--- src/rtl/multiplexed_display_driver.sv ---
`timescale 1ns/1ps
// -----------------------------------------------------------------------------
// multiplexed_display_driver
//
// Time-multiplexed driver for common-anode seven-segment displays. One digit is
// scanned per slot of 2^SCAN_DIV clocks. Each slot starts with one dead-time
// cycle to stop ghosting. Within a slot the digit is PWM-dimmed by the
// brightness setting. Digits can blink individually, and leading zeros can be
// blanked. All user inputs are captured into shadow registers at slot
// boundaries, so a slot never mixes old and new input values.
//
// Parameters:
//   DIGITS    number of digits (1..16)
//   SCAN_DIV  log2 of the slot length in clocks (must exceed PWM_BITS)
//   PWM_BITS  width of the brightness control
//   BLINK_DIV blink phase toggles every 2^(BLINK_DIV-1) clocks
//
// Ports:
//   clock          system clock
//   reset          asynchronous, active-high reset
//   data           4*DIGITS  nibble k = data[4k+3:4k] drives digit k
//   pointEnable    DIGITS    decimal point on for digit k
//   blinkMask      DIGITS    digit k blanks during the blink-off phase
//   brightness     PWM_BITS  duty = (brightness+1)/2^PWM_BITS
//   suppressZeros  1         enables leading-zero blanking
//   segmentEnableN 8         active-low segments, bit0..6 = a..g, bit7 = dp
//   digitEnableN   DIGITS    active-low digit strobes, at most one low
//   scanIndex      IW        digit currently being scanned
// -----------------------------------------------------------------------------
module multiplexed_display_driver #(
    parameter  int DIGITS    = 4,
    parameter  int SCAN_DIV  = 16,
    parameter  int PWM_BITS  = 4,
    parameter  int BLINK_DIV = 24,
    localparam int IW        = (DIGITS > 1) ? $clog2(DIGITS) : 1
) (
    input  logic                  clock,
    input  logic                  reset,
    input  logic [4*DIGITS-1:0]   data,
    input  logic [DIGITS-1:0]     pointEnable,
    input  logic [DIGITS-1:0]     blinkMask,
    input  logic [PWM_BITS-1:0]   brightness,
    input  logic                  suppressZeros,
    output logic [7:0]            segmentEnableN,
    output logic [DIGITS-1:0]     digitEnableN,
    output logic [IW-1:0]         scanIndex
);

    localparam logic [SCAN_DIV-1:0] PRESCALE_MAX = '1;
    localparam logic [IW-1:0]       LAST_DIGIT   = IW'(DIGITS - 1);

    // Active-low hex font for segments a..g (bit0 = a).
    function automatic logic [6:0] hexFont(input logic [3:0] nibble);
        logic [6:0] pattern;
        case (nibble)
            4'h0:    pattern = 7'h40;
            4'h1:    pattern = 7'h79;
            4'h2:    pattern = 7'h24;
            4'h3:    pattern = 7'h30;
            4'h4:    pattern = 7'h19;
            4'h5:    pattern = 7'h12;
            4'h6:    pattern = 7'h02;
            4'h7:    pattern = 7'h78;
            4'h8:    pattern = 7'h00;
            4'h9:    pattern = 7'h10;
            4'hA:    pattern = 7'h08;
            4'hB:    pattern = 7'h03;
            4'hC:    pattern = 7'h46;
            4'hD:    pattern = 7'h21;
            4'hE:    pattern = 7'h06;
            default: pattern = 7'h0E;
        endcase
        return pattern;
    endfunction

    // Scan, blink and shadow state.
    logic [SCAN_DIV-1:0]  prescaler;
    logic [BLINK_DIV-1:0] blinkCount;
    logic [4*DIGITS-1:0]  dataShadow;
    logic [DIGITS-1:0]    pointShadow;
    logic [DIGITS-1:0]    blinkShadow;
    logic [PWM_BITS-1:0]  brightnessShadow;
    logic                 suppressShadow;

    logic slotWrap;
    logic captureNow;

    assign slotWrap   = (prescaler == PRESCALE_MAX);
    // Capturing on prescaler==0 as well as on the wrap makes the values
    // present right after reset visible from the first lit cycle, instead
    // of waiting a whole slot with all-zero shadows.
    assign captureNow = slotWrap || (prescaler == '0);

    always_ff @(posedge clock or posedge reset) begin
        if (reset) begin
            prescaler        <= '0;
            blinkCount       <= '0;
            scanIndex        <= '0;
            dataShadow       <= '0;
            pointShadow      <= '0;
            blinkShadow      <= '0;
            brightnessShadow <= '0;
            suppressShadow   <= 1'b0;
        end else begin
            prescaler  <= prescaler + 1'b1;
            blinkCount <= blinkCount + 1'b1;
            if (slotWrap) begin
                scanIndex <= (scanIndex == LAST_DIGIT) ? '0 : scanIndex + 1'b1;
            end
            if (captureNow) begin
                dataShadow       <= data;
                pointShadow      <= pointEnable;
                blinkShadow      <= blinkMask;
                brightnessShadow <= brightness;
                suppressShadow   <= suppressZeros;
            end
        end
    end

    // ---- stage p0: decode of the current state (combinational) ----

    // Leading-zero blanking, walking down from the most significant digit.
    // A digit with its decimal point set counts as significant. Digit 0 is
    // never blanked so that a zero value still shows "0".
    logic [DIGITS-1:0] suppressedP0;

    always_comb begin : leadingZeros
        logic stillLeading;
        suppressedP0 = '0;
        stillLeading = suppressShadow;
        for (int k = DIGITS - 1; k >= 1; k--) begin
            if (stillLeading && (dataShadow[4*k +: 4] == 4'h0) && !pointShadow[k]) begin
                suppressedP0[k] = 1'b1;
            end else begin
                stillLeading = 1'b0;
            end
        end
    end

    // Per-digit attributes of the digit being scanned.
    logic [3:0] nibbleP0;
    logic       pointP0;
    logic       blinkP0;
    logic       suppressP0;

    always_comb begin
        nibbleP0   = 4'h0;
        pointP0    = 1'b0;
        blinkP0    = 1'b0;
        suppressP0 = 1'b0;
        for (int k = 0; k < DIGITS; k++) begin
            if (scanIndex == IW'(k)) begin
                nibbleP0   = dataShadow[4*k +: 4];
                pointP0    = pointShadow[k];
                blinkP0    = blinkShadow[k];
                suppressP0 = suppressedP0[k];
            end
        end
    end

    // PWM phase is the top PWM_BITS of the prescaler, so each brightness
    // step adds 2^(SCAN_DIV-PWM_BITS) lit clocks per slot.
    logic [PWM_BITS-1:0] phaseP0;
    logic                blinkOffP0;
    logic                litP0;

    assign phaseP0    = prescaler[SCAN_DIV-1 -: PWM_BITS];
    assign blinkOffP0 = blinkCount[BLINK_DIV-1];
    assign litP0      = (prescaler != '0)
                     && (phaseP0 <= brightnessShadow)
                     && !(blinkOffP0 && blinkP0)
                     && !suppressP0;

    logic [7:0]        segmentP0;
    logic [DIGITS-1:0] digitP0;

    always_comb begin
        segmentP0 = litP0 ? {~pointP0, hexFont(nibbleP0)} : 8'hFF;
        for (int k = 0; k < DIGITS; k++) begin
            digitP0[k] = !(litP0 && (scanIndex == IW'(k)));
        end
    end

    // ---- stage p1: registered pin drivers ----
    always_ff @(posedge clock or posedge reset) begin
        if (reset) begin
            segmentEnableN <= 8'hFF;
            digitEnableN   <= '1;
        end else begin
            segmentEnableN <= segmentP0;
            digitEnableN   <= digitP0;
        end
    end

endmodule

--- config.mk ---
export PLATFORM = sky130hd
export DESIGN_NAME = multiplexed_display_driver
export DESIGN_NICKNAME = d
export VERILOG_FILES = /design/src/rtl/multiplexed_display_driver.sv
export SDC_FILE = /design/constraint.sdc
export NUM_CORES = 1
export LEC_CHECK = 0
export BUFFER_PORTS_ARGS = -buffer_cell sky130_fd_sc_hd__buf_2
export CAP_MARGIN = 20
export CORE_MARGIN = 2
export CORE_UTILIZATION = 40
export DETAILED_ROUTE_END_ITERATION = 8
export PLACE_DENSITY = 0.66
export REMOVE_ABC_BUFFERS = 1
export SLEW_MARGIN = 5
export SYNTH_ARGS = -nofsm -noshare
export SYNTH_HDL_FRONTEND = slang
export SYNTH_SLANG_ARGS = --single-unit
--- constraint.sdc ---
create_clock -name clock -period 3.2 [get_ports clock]
set_clock_uncertainty 0.15 [all_clocks]
set_input_delay 0.64 -clock clock [delete_from_list [all_inputs] [get_ports clock]]
set_output_delay 0.64 -clock clock [all_outputs]
set_load 0.005 [all_outputs]
After elaboration in Yosys (flattened, before gate mapping). Memories as Yosys holds them, arrays and structs flattened. Cells that the tools add are included. W data, S select, Z words.

Register bits after elaboration: 83. Memory bits (read-only): 112. Input port bits: 31. Output and inout bits: 14. Logic and storage cells: 72. Memories kept: 1.

Add/subtract/negate cells: 3. Order comparisons: 1. Eq/ne operators: 4. Multiplexer cells: 22. Bitwise operators: 1. Reductions and logical operators: 30.

Memory list: (name not given) (depth 16, bits a word 7, rd ports 1, clocked after Yosys merged registers in 0, wr ports 0, line 55) `case (nibble)`.

Operator list (number): $add A24 B1 Y24 const B (1); $add A16 B1 Y16 const B (1); $eq A16 B16 Y1 const B (1); $logic_not A16 Y1 (1); $mux W1 (16); $mux W4 (4); $reduce_bool A16 Y1 (1); $logic_and A1 B1 Y1 (14); $logic_not A4 Y1 (3); $logic_not A1 Y1 (9); $mux W8 (1); $eq A2 B2 Y1 const B (2); $le A4 B4 Y1 (1); $add A2 B1 Y2 const B (1); $eq A2 B1 Y1 const B (1); $logic_not A2 Y1 (1); $mux W2 (1); $logic_or A1 B1 Y1 (1); $not A1 Y1 (1).

Depth between registers and ports, before layout.
Word-level depth: 17. Gate-level depth with buffers: 11. Depth with buffers taken out: 10.

Worst setup path before layout. OpenSTA, ideal clock, no wires.

Kind: register to register. Start: register scanIndex[0]. End: register segmentEnableN[6]. Library setup time: 90 ps. Arrival: 2140 ps. Data required time: 2960 ps. Path slack: 820 ps. Stages on the path, launching flop included: 11. Path buffers: 1. Period minus slack after synthesis: 2380 ps. Path through: dfrtp_1 > ha_1 > buf_2 > nor2_1 > o211ai_1 > o211ai_1 > inv_1 > ha_1 > nor3_1 > a211o_1 > o211ai_1.

Word-level cells in the longest chain between the ends: 10. Elaborated cells between the ends (all ways): 22. Classes of those cells: 3 x eq/ne; 12 x mux; 6 x reduce/logical; 1 x memory.

RTL lines: start, declared (line 46) `output logic [IW-1:0] scanIndex`; start signal, assigned (line 108) `scanIndex <= (scanIndex == LAST_DIGIT) ? '0 : scanIndex + 1'b1;`; branches (longest 9 deep; another with $mem_v2 Z16 W7); $mux W8 * (line 178) `segmentP0 = litP0 ? {~pointP0, hexFont(nibbleP0)} : 8'hFF;`; net segmentP0[6] (line 174) `logic [7:0] segmentP0;`; end signal, assigned (line 190) `segmentEnableN <= segmentP0;`; end, declared (line 44) `output logic [7:0] segmentEnableN,`.

Mark *: on every way through the listed nets, which the timed path passes. A chain may end at the register's enable or synchronous reset.

Final worst setup path.
Start: register scanIndex[0]. End: register segmentEnableN[5].

Same word-level chain as after synthesis.

==> run summary <==
CTS H-tree depth = 3
Num Clock Sinks = 83
routability cong. = 0.795
DR DRC count = 0
top cells by area, synth = dfrtp_1, dfstp_2, mux2_2, ha_1, xnor2_1
PostCTS Resize Cnt = 0
area of the multi-input gates = 0.00178 sq mm
final wirelength = 7510 microns
reg2reg start = scanIndex[0]
VDD IR max = 0.000216 V
Layout Area Growth over Synthesis = 14.8%
Die X = 104 microns
wire per inst = 14.0 microns
Worst Setup Start Kind = register
slew margin rel. = 61.8%
Worst EP required = 3.31 ns
Setup violations, final = 0
Post-Synthesis Cells = 347
Tcrit/Tclk final = 84.1%
clock-pin slew on the worst setup and hold paths = 0.09 ns
count of pins over their slew limit = 0
critical path class = register to register
clock buffer count from CTS = 9
Seq/Total Area, Yosys = 52.3%
r2r endpoint = segmentEnableN[5]
Place WS = 0.526 ns
DR pass1 iterations = 4
Crit. End Element = register
syn_area_per_cell = 11.5 sq um
share of the synthesized area in the top cell type = 44.4%
stages on the worst setup path = 10
max-cap viol count = 0
Fmax = 372 MHz
Reg area = 0.00209 sq mm
gr ovfl total = 0
quantity of hold-fixing buffers added after cts = 0
yosys warns = 0
top_reg_cell synth = dfrtp_1
# fillers = 911
I/O Pins = 45
Worst Path Arrival = 2.80 ns
Tightest Hold Check Type = input port to async pin
asr flop ratio synth = 100%
most used cell along the critical path = o211ai_1
Post-Place Cell Area = 0.00438 sq mm
Final Util = 47.2%
number of antenna violations at the first check in global routing = 0
Crit path largest cell delay = 0.43 ns
ant diodes = 0
slowest CP cell = dfrtp_1
largest net degree at the start of global routing = 64
Antenna Nets Post-Route = 0
Final Hold Viols = 0
TNS Setup = 0 ns
worst setup slack after layout = 0.509 ns
Yosys top cell by area = dfrtp_1
FF+latch count, synth = 83
Post-synth EDFFs = 0
die area = 0.0108 sq mm
Root Driver = clkbuf_8
worst skew pair latency = 0.35 ns
reg-to-reg slack, setup = 0.51 ns
crit path time final = 2.69 ns
Post-DP HPWL = 5480 microns
Netlist Area Pre-Place = 0.00400 sq mm
family with the most delay on the worst path = compound AO/OA/AOI/OAI gates
first-pass GRT wire length = 13100 microns
number of distinct library cells after synthesis = 43
Post-CTS Setup Bufs = 0
Total Routing Usage GR = 15.0%
Vias = 2675
CTS max path bufs = 2
initial core utilization = 41.2%
actual slew at the worst max-slew pin = 0.567 ns
initial detailed-routing violation count = 119
Design Area, Final = 0.00460 sq mm
share of cells above drive strength 1 = 27.5%
vias in the first global route = 2735
leakage = 0.00212 uW
Worst Path Buf+Inv = 2
core area = 0.00973 sq mm
R2R cell count = 10
FP Rows = 36
die height = 104 microns
drt via density = 4.98
number of port buffers = 44
CTS tree = done
RSZ-0062 raised after global routing = false
status = finished clean
cell chain of the critical path = inv_1 -> ha_1 -> nor2_1 -> o211ai_1 -> o211ai_1 -> inv_1 -> ha_1 -> nor3_1 -> a211o_1 -> o211ai_1
Crit Path Max Fanout = 7
pwr/cell area = 447 mW/mm^2
final net count = 447
Pwr Total = 2050 uW
[layout by cell type (no fill, tap or decap), types with 11 or more instances in the layout]
master | synthesis | final
dfrtp_1 | 71 | 71
mux2_2 | 20 | 20
dfstp_2 | 12 | 12
xor2_1 | 12 | 12
inv_1 | 18 | 17
xnor2_1 | 24 | 24
nand3_1 | 11 | 11
nand2_1 | 42 | 42
buf_2 | 3 | 44
nor2_1 | 16 | 16
and3_1 | 11 | 11
ha_1 | 17 | 17
[report_power, final]
group,switching [uW],internal [uW]
combinational,63.4,60.0
sequential,15.8,1080
clock,388,442
[worst max path at each step]
stage | from | endpoint | slack [ns]
floorplan | reset | blinkCount[0] | 0.29
global placement | scanIndex[0] | segmentEnableN[6] | 0.67
detailed placement | scanIndex[0] | segmentEnableN[6] | 0.53
CTS | scanIndex[0] | segmentEnableN[6] | 0.52
global route | scanIndex[0] | segmentEnableN[6] | 0.28
finish | scanIndex[0] | segmentEnableN[5] | 0.51
[routing by layer]
| metal | wire, microns | share of wire (%) | GRT usage [%] |
|---|---|---|---|
| met1 | 3540 | 47 | 19.3 |
| met2 | 3610 | 48 | 24.9 |
| met3 | 277 | 3.7 | 4.07 |
| met5 | 0 | 0 | 0 |
| met4 | 87 | 1.2 | 4.15 |
[cell usage after synthesis, types with 5 or more instances]
library cell	number
nor4_1	5
nor3_1	9
inv_1	18
mux2_2	20
nand2_1	42
nand3_1	11
xor2_1	12
mux2_4	10
ha_1	17
xnor2_1	24
nand4_1	9
o21ai_0	8
dfrtp_1	71
dfstp_2	12
nor2_1	16
a21oi_1	7
and3_1	11
o211ai_1	5
[through the flow]
| step | cells | hold slack [ns] |
|---|---|---|
| after floorplan | 340 | 0.284 |
| final | 537 | 0.105 |
| after CTS | 537 | 0.0950 |
| after detailed placement | 521 | 0.302 |
| after global routing | 537 | 0.113 |
| after global placement | 521 | 0.299 |
[cell families after synthesis]
kind of cell	synth area share (%)
AO/OA/AOI/OAI	6.09
XOR/XNOR	7.87
adder cells (fa/ha/maj)	5.31
buffers and inverters	3.34
flip-flops	52.2
multiplexers	9.63
AND/OR/NAND/NOR	15.5
[flip-flops by register name (all words and copies together) (netlist names)]
signal and count:
pointShadow 4, prescaler 16, digitEnableN 4, dataShadow 16
blinkCount 24, scanIndex 2, brightnessShadow 4, blinkShadow 4
suppressShadow 1, segmentEnableN 8
[final cells by class]
cell class / instances / area share (%)
tap: 133 / 3.62
inverter: 18 / 1.50
timing repair buffer: 48 / 5.99
sequential: 83 / 45.5
multi-input combinational: 239 / 38.7
clock buffer: 10 / 2.78
clock inverter: 6 / 1.93
Note: power is estimated with default switching activity, not from simulation.
